--- config.mk ---
export PLATFORM = sky130hd
export DESIGN_NAME = uart_tx_sequencer
export DESIGN_NICKNAME = d
export VERILOG_FILES = /design/src/rtl/uart_tx_pkg.sv /design/src/rtl/tx_shift_reg.sv /design/src/rtl/uart_tx_sequencer.sv
export SDC_FILE = /design/constraint.sdc
export NUM_CORES = 1
export LEC_CHECK = 0
export CORE_MARGIN = 1
export CORE_UTILIZATION = 59
export DETAILED_ROUTE_END_ITERATION = 8
export DONT_BUFFER_PORTS = 1
export PLACE_DENSITY = 0.84
export SYNTH_ARGS = -nofsm -noshare
export SYNTH_HDL_FRONTEND = slang
export SYNTH_SLANG_ARGS = --single-unit
--- constraint.sdc ---
create_clock -name clk -period 2.15 [get_ports clk]
set_input_delay 0.645 -clock clk [delete_from_list [all_inputs] [get_ports clk]]
set_output_delay 0.645 -clock clk [all_outputs]
set_load 0.03 [all_outputs]
--- src/rtl/uart_tx_pkg.sv ---
// Shared types and constants for the UART transmit sequencer.
// The PARITY state only exists when UART_TX_PARITY_EN is defined.
package uart_tx_pkg;

    localparam int DEFAULT_WORD_LENGTH  = 8;
    localparam int DEFAULT_CLKS_PER_BIT = 16;

    localparam logic IDLE_LEVEL  = 1'b1;
    localparam logic START_LEVEL = 1'b0;
    localparam logic STOP_LEVEL  = 1'b1;

`ifdef UART_TX_PARITY_EN
    typedef enum logic [2:0] {
        IDLE,
        START,
        DATA,
        PARITY,
        STOP
    } state_t;
`else
    typedef enum logic [1:0] {
        IDLE,
        START,
        DATA,
        STOP
    } state_t;
`endif

endpackage

--- src/rtl/tx_shift_reg.sv ---
// Loadable LSB-first right-shift register holding the payload of the frame in flight.
// Exposes the current LSB and the bit that becomes the LSB after the next shift.
module tx_shift_reg #(
    parameter int WIDTH = 8
) (
    input  logic             clk,
    input  logic             reset,
    input  logic             i_load,
    input  logic             i_shift,
    input  logic [WIDTH-1:0] i_data,
    output logic             o_lsb,
    output logic             o_nextLsb
);

    logic [WIDTH-1:0] r_data;

    // Load wins over shift so a new frame always starts from a clean payload.
    always_ff @(posedge clk) begin
        if (reset) begin
            r_data <= '0;
        end else if (i_load) begin
            r_data <= i_data;
        end else if (i_shift) begin
            r_data <= {1'b0, r_data[WIDTH-1:1]};
        end
    end

    assign o_lsb     = r_data[0];
    assign o_nextLsb = r_data[1];

endmodule

--- src/rtl/uart_tx_sequencer.sv ---
// UART frame transmitter: start bit, LSB-first data, optional even parity, stop bit.
// Define UART_TX_PARITY_EN to insert the parity bit between data and stop.
module uart_tx_sequencer
    import uart_tx_pkg::*;
#(
    parameter int WORD_LENGTH  = DEFAULT_WORD_LENGTH,
    parameter int CLKS_PER_BIT = DEFAULT_CLKS_PER_BIT
) (
    input  logic                   clk,
    input  logic                   reset,
    input  logic                   start,
    input  logic [WORD_LENGTH-1:0] data_in,
    output logic                   ready,
    output logic                   busy,
    output logic                   tx,
    output logic                   done
);

    localparam int BAUD_W = $clog2(CLKS_PER_BIT);
    localparam int BIT_W  = $clog2(WORD_LENGTH);
    localparam logic [BAUD_W-1:0] BAUD_LAST = BAUD_W'(CLKS_PER_BIT - 1);
    localparam logic [BIT_W-1:0]  BIT_LAST  = BIT_W'(WORD_LENGTH - 1);

    state_t             r_state;
    state_t             w_nextState;
    logic [BAUD_W-1:0]  r_baudCnt;
    logic [BIT_W-1:0]   r_bitCnt;
    logic               r_tx;
    logic               w_nextTx;
    logic               w_load;
    logic               w_shift;
    logic               w_baudLast;
    logic               w_bitLast;
    logic               w_lsb;
    logic               w_nextLsb;
`ifdef UART_TX_PARITY_EN
    logic               r_parity;
`endif

    tx_shift_reg #(
        .WIDTH(WORD_LENGTH)
    ) u_shift (
        .clk      (clk),
        .reset    (reset),
        .i_load   (w_load),
        .i_shift  (w_shift),
        .i_data   (data_in),
        .o_lsb    (w_lsb),
        .o_nextLsb(w_nextLsb)
    );

    always_ff @(posedge clk) begin
        if (reset) begin
            r_state <= IDLE;
        end else begin
            r_state <= w_nextState;
        end
    end

    // tx is registered, so each branch selects the level of the bit that starts next cycle.
    always_comb begin
        w_nextState = r_state;
        w_nextTx    = r_tx;
        w_load      = 1'b0;
        w_shift     = 1'b0;
        done        = 1'b0;
        w_baudLast  = (r_baudCnt == BAUD_LAST);
        w_bitLast   = (r_bitCnt == BIT_LAST);
        case (r_state)
            IDLE: begin
                w_nextTx = IDLE_LEVEL;
                if (start) begin
                    w_nextState = START;
                    w_nextTx    = START_LEVEL;
                    w_load      = 1'b1;
                end
            end
            START: begin
                if (w_baudLast) begin
                    w_nextState = DATA;
                    w_nextTx    = w_lsb;
                end
            end
            DATA: begin
                if (w_baudLast) begin
                    w_shift = 1'b1;
                    if (w_bitLast) begin
`ifdef UART_TX_PARITY_EN
                        w_nextState = PARITY;
                        w_nextTx    = r_parity;
`else
                        w_nextState = STOP;
                        w_nextTx    = STOP_LEVEL;
`endif
                    end else begin
                        w_nextTx = w_nextLsb;
                    end
                end
            end
`ifdef UART_TX_PARITY_EN
            PARITY: begin
                if (w_baudLast) begin
                    w_nextState = STOP;
                    w_nextTx    = STOP_LEVEL;
                end
            end
`endif
            STOP: begin
                if (w_baudLast) begin
                    done        = 1'b1;
                    w_nextState = IDLE;
                    w_nextTx    = IDLE_LEVEL;
                end
            end
            default: begin
                w_nextState = IDLE;
                w_nextTx    = IDLE_LEVEL;
            end
        endcase
    end

    always_ff @(posedge clk) begin
        if (reset) begin
            r_baudCnt <= '0;
            r_bitCnt  <= '0;
            r_tx      <= IDLE_LEVEL;
        end else begin
            r_tx <= w_nextTx;
            if (r_state == IDLE || w_baudLast) begin
                r_baudCnt <= '0;
            end else begin
                r_baudCnt <= r_baudCnt + 1'b1;
            end
            if (r_state != DATA) begin
                r_bitCnt <= '0;
            end else if (w_baudLast) begin
                r_bitCnt <= w_bitLast ? '0 : r_bitCnt + 1'b1;
            end
        end
    end

`ifdef UART_TX_PARITY_EN
    // Parity is taken from the accepted payload since the shifter is empty by the parity bit.
    always_ff @(posedge clk) begin
        if (reset) begin
            r_parity <= 1'b0;
        end else if (w_load) begin
            r_parity <= ^data_in;
        end
    end
`endif

    assign tx    = r_tx;
    assign ready = (r_state == IDLE);
    assign busy  = ~ready;

endmodule

==> metrics, run 1 <==
Layout area overhead=6.98%; CTS root buffer=clkbuf_4; initial antenna violation count=0; RSZ-0062 raised after global routing=false; GP Congestion=a little over 0.7; Max-Cap Viols=0; CP Data Arrival Time=approximately 1.4 ns; Synth async-reset ratio=0%; Peak VDD IR=roughly 0.0007 V; min-delay worst type=in -> reg; share of cells above drive strength 1=10.1%; CTS tree=done; total clock sinks=18; Post-Syn Area=~910 sq um; Final Hold Vio Count=0; Slew Viols, Final=0; Cell Area, Placed=approximately 940 sq um; Overflow after GRT=0; First-pass DRT Iterations=4; final worst setup slack=roughly 0.12 ns; fin crit share=around 94%; vias in the first global route=approximately 650; drt wl/cell=about 15 microns; CTS buffer count=3; worst-path cell chain=ha_1 > and3_1 > and2_2; initial DRC count=16; n_diodes=0; largest family of logic cells by synthesized area=simple AND/OR/NAND/NOR gates; average vias per placed instance=roughly 6; overall die height=about 41 microns; Total GRT Usage=~25%; post-synth cell types=29; P_leak=roughly 0.38 nW; Setup TNS=0 ns; ANT nets after route=0; Die X=approximately 41 microns; type of the worst setup path=reg -> out; DRT Wirelength=around 1.8 mm; worst reg-to-reg setup slack=roughly 0.18 ns; Setup violations, final=0; Final Cell Area=978 sq um; Setup crit start kind=flop; status=completed; Critical Path End Type=output pin; multiplexer area fraction after synthesis=roughly 2.2%; relative slew slack=63.2%; post-synthesis simple-gate area fraction=between 20% and 30%; CP required=roughly 1.5 ns; Clk pin slew, worst setup/hold paths=about 0.11 ns; clk_lat worst skew=about 0.30 ns; Synth Area in Adders=10.9%; power density over the cells=1240 mW/mm^2; register bit total from synthesis=18; syn avg cell area=approximately 8.6 sq um; detailed placement HPWL=1.35 mm; post-synthesis sequential area ratio=approximately two fifths; crit path time final=2.03 ns; Synth Warn #=0; Setup Skew=0.00896 ns; DRC=0; first-pass GRT wire length=roughly 2.7 mm; std cell rows=13; syn_nets=125; Hold Slack=about 0.4 ns; number of synthesized flops with an enable pin=0; Post-Synth XOR/XNOR Area=less than 1%; I/O pins=15; Initial Util=between 60% and 70%; fmax=between 400 and 500 MHz; final net count=around 130; H-Tree Depth=1; crit path max fanout=4; input/output buffers=0; DP Worst Slack=roughly 0.22 ns; largest net degree at the start of global routing=18; vias after detailed routing=between 700 and 800; CP peak stage delay=between 0.3 and 0.4 ns; slowest CP cell=dfxtp_1; die footprint=approximately 0.0017 sq mm; Longest Clk Path Bufs=2; leading register cell type out of synthesis=dfxtp_1; Core Util, Final=between 70 and 80%; Tightest Pin Transition=0.553 ns; core area=between 0.001 and 0.0015 sq mm; Synth Instances=approximately 110; compound-gate portion of the synthesized area=around 16%
worst paths after layout:
| kind | from | end | depth (start not counted) |
|---|---|---|---|
| worst min register to register | r_bitCnt[1] | r_bitCnt[1] | 2 |
| worst max register to register | r_state[0] | r_state[1] | 5 |
| worst max-delay path | r_baudCnt[0] | done | 3 |
| worst min-delay path | reset | u_shift.r_data[7] | 1 |
cells in the final DEF (no fill, tap or decap), types with 3 or more instances in the layout:
master	n
buf_4	3
dfxtp_1	18
clkbuf_4	3
a311oi_1	7
nor3_1	8
a21oi_1	5
inv_1	6
nand2b_1	4
nand3_1	3
nand2_1	21
ha_1	7
synthesized netlist by cell type (all sizes together) (2+ instances only):
| cell type | number | area (sq um) |
|---|---|---|
| nand3 | 3 | 15.0 |
| dfxtp | 18 | 360 |
| ha | 8 | 100 |
| or3 | 2 | 17.5 |
| o21ai | 2 | 10.0 |
| clkbuf | 3 | 11.3 |
| a311oi | 7 | 61.3 |
| a222oi | 2 | 20.0 |
| and3 | 2 | 12.5 |
| nand2b | 4 | 25.0 |
| inv | 6 | 22.5 |
| a21oi | 5 | 25.0 |
| and2 | 2 | 13.8 |
| mux2i | 2 | 20.0 |
| nand2 | 21 | 78.8 |
| nor3 | 8 | 40.0 |
critical path, delay by kind of cell, from the launching register on:
kind / cells / cell delay, ns
adders and majority gates: 1 / 0.19
DFF: 1 / 0.39
and+or+nand+nor: 2 / 0.51
area by class of cell:
type	count	area, sq um
Multi-Input combinational cell	78	518
Clock buffer	4	36.3
Timing Repair Buffer	3	22.5
Tap cell	15	18.8
Inverter	6	22.5
Sequential cell	18	360
Fill cell	103	388
where the power goes:
group | total [mW] | switching [mW] | internal, mW
combinational | 0.515 | 0.305 | 0.210
clock | 0.210 | 0.107 | 0.103
sequential | 0.485 | 0.0720 | 0.413
total | 1.21 | 0.484 | 0.726
state kept, by name (all words and copies together), names as in the netlist:
register	flops
tx	1
r_state	2
u_shift.r_data	8
r_baudCnt	4
r_bitCnt	3
timing repair:
item                                    CTS  global route
hold buffers                              0             0
endpoints found under the setup margin    1             0
resized for setup                         1             0
setup buffers                             0             0
logic make-up after synthesis:
group | Yosys count
compound gates | 20
xor+xnor | 1
fa+ha+maj | 8
buf+inv | 10
flops | 18
mux | 2
simple gates | 47
stage by stage:
step                      std cells  power, mW
final                           124       1.21
after floorplan                 106      0.906
after global routing            124       1.29
after global placement          120      0.977
after detailed placement        120       1.00
after CTS                       124       1.22
per-layer routing:
metal  vias up  wire, microns  GRT usage (%)
li1        390              -              -
met1       347            850           27.7
met2        11            874           43.0
met3         4             49           4.79
met4         0             42           14.5
met5         -              0              0
(Power assumes the default switching activity.)
==> run 2: changes to the inputs <==
- CORE_ASPECT_RATIO: default -> 1.4
- CORE_UTILIZATION: 59 -> 50
- PLACE_DENSITY: 0.84 -> 0.74
==> run 2 against run 1 <==
  * Clock skew decreased by 0.0075 ns
  * Power decreased by 0.38%
  * Clock power increased by 2%
  * Cell area increased by 0.51%
  * Critical path type unchanged
  * Largest power group unchanged
==> metrics, run 2 (same netlist as run 1, synthesis figures left out) <==
status=completed; Setup crit start kind=flop; ANT nets after route=0 (unchanged); die footprint=0.00201 sq mm (+17%); RSZ-0062 raised after global routing=false; Setup TNS=0 ns (unchanged); Slew Viols, Final=0 (unchanged); share of cells above drive strength 1=10.1% (unchanged); fin cells=128 (+3.2%); Initial Util=55.8% (-11 points); vias after detailed routing=773 (+2.8%); DRC=0 (unchanged); largest registers=u_shift.r_data: 8 flops, r_baudCnt: 4 flops, r_bitCnt: 3 flops; Clk pin slew, worst setup/hold paths=0.10 ns (about the same); footprint of the multi-input gates=518 sq um (unchanged); most frequent cells in the layout=21 x nand2_1, 18 x dfxtp_1, 8 x nor3_1; Total GRT Usage=21.4% (-3.3 points); type of the worst setup path=reg -> out; input/output buffers=0 (unchanged); min-delay src=reset; DP Worst Slack=0.195 ns (-0.0222 ns); relative slew slack=64.8% (+1.7 points); n_diodes=0 (unchanged); Overflow after GRT=0 (unchanged); P_leak=0.376 nW (unchanged); worst reg2reg path depth=5 (unchanged); min-delay worst type=in -> reg; largest net degree at the start of global routing=18 (unchanged); Resized cells post-CTS=1 (unchanged); CTS root buffer=clkbuf_4; core area=0.00164 sq mm (+20%); total clock sinks=18 (unchanged); Final Hold Vio Count=0 (unchanged); reg2reg end=r_state[1]; detailed placement HPWL=1.33 mm (-1.9%); Setup violations, final=0 (unchanged); Longest Clk Path Bufs=2 (unchanged); Die X=38.1 microns (-7.8%); crit path time final=2.02 ns (-0.00495 ns); worst reg-to-reg setup slack=0.19 ns (about the same); I/O pins=15 (unchanged); drt wl/cell=14.0 microns (-4.6%); Setup Skew=0.00149 ns (-0.00746 ns); Biggest register=u_shift.r_data; commonest non-fill, non-tap cell in the layout=nand2_1; Hold Slack=0.399 ns (-0.00121 ns); final net count=129 (unchanged); Post CTS Setup Buffer Count=0 (unchanged); r2r startpoint=r_state[0]; Peak VDD IR=0.000556 V (-20%); initial antenna violation count=0 (unchanged); std cell rows=17 (+4); Max-Cap Viols=0 (unchanged); initial DRC count=20 (+4); first-pass GRT wire length=2.98 mm (+12%); fin crit share=94.0% (-0.23 points); CP Data Arrival Time=1.38 ns (about the same); max reg flops=8 (unchanged); average vias per placed instance=6.04 (-0.42%); fillers=151 (+47%); CTS tree=done; fmax=495 MHz (+0.24%); power density over the cells=1230 mW/mm^2 (-0.89%); overall die height=52.6 microns (+27%); endpoint of the worst hold path=u_shift.r_data[7]; H-Tree Depth=1 (unchanged); crit path max fanout=4 (unchanged); Critical Path End Type=output pin; hold depth=1 (unchanged); Tightest Pin Transition=0.528 ns (-0.0248 ns); DRT Wirelength=1.79 mm (-1.5%); clk_lat worst skew=0.30 ns (about the same); CP required=1.50 ns (about the same); vias in the first global route=725 (+11%); GP Congestion=0.725 (+1.2%); First-pass DRT Iterations=4 (unchanged); CTS buffer count=3 (unchanged); Seq. cell area=360 sq um (unchanged); Layout area overhead=7.52%; placed insts=124 (+3.3%); hold_buf cts=0 (unchanged); final worst setup slack=0.128 ns (+0.00495 ns)
run 2: through the flow:
step	util (%)	power, mW	instance area, sq um
6_report	60.0	1.21	983
5_1_grt	60.0	1.30	983
4_1_cts	60.0	1.21	983
3_5_place_dp	57.7	0.996	945
3_3_place_gp	57.7	0.977	945
2_1_floorplan	-	0.906	915
run 2: final cells by class:
type / count / area share [%]
clock buffer: 4 / 3.69
inverter: 6 / 2.29
multi-input combinational: 78 / 52.7
sequential: 18 / 36.6
tap: 19 / 2.42
timing repair buffer: 3 / 2.29
run 2: critical path, cell delays in order, from the launching register on:
cell and delay (ns):
dfxtp_1 0.39, ha_1 0.19, and3_1 0.23, and2_2 0.27
run 2: report_power, final:
| group | leakage (nW) | total (mW) | switching (mW) | internal, mW |
|---|---|---|---|---|
| Clock | 0.0210 | 0.215 | 0.111 | 0.103 |
| Combinational | 0.207 | 0.507 | 0.298 | 0.208 |
| Sequential | 0.147 | 0.484 | 0.0704 | 0.413 |
| Total | 0.376 | 1.21 | 0.480 | 0.725 |
run 2: worst max-delay path by stage:
| stage | start | end | slack (ns) | depth (start not counted) |
|---|---|---|---|---|
| 2_1_floorplan | r_state[0] | u_shift.r_data[0] | 0.38 | 7 |
| 3_3_place_gp | r_state[0] | r_state[1] | 0.27 | 5 |
| 3_5_place_dp | r_state[0] | r_state[1] | 0.19 | 5 |
| 4_1_cts | r_state[0] | busy | 0.12 | 3 |
| 5_1_grt | r_state[0] | r_state[1] | 0.009 | 5 |
| 6_report | r_baudCnt[0] | done | 0.13 | 3 |
run 2: metal layers:
metal	vias to the layer above	wire, microns	GRT usage (%)
li1	393	-	-
met1	362	774	22.9
met2	14	908	35.9
met3	4	59	4.26
met4	0	46	14.9
met5	-	0	0
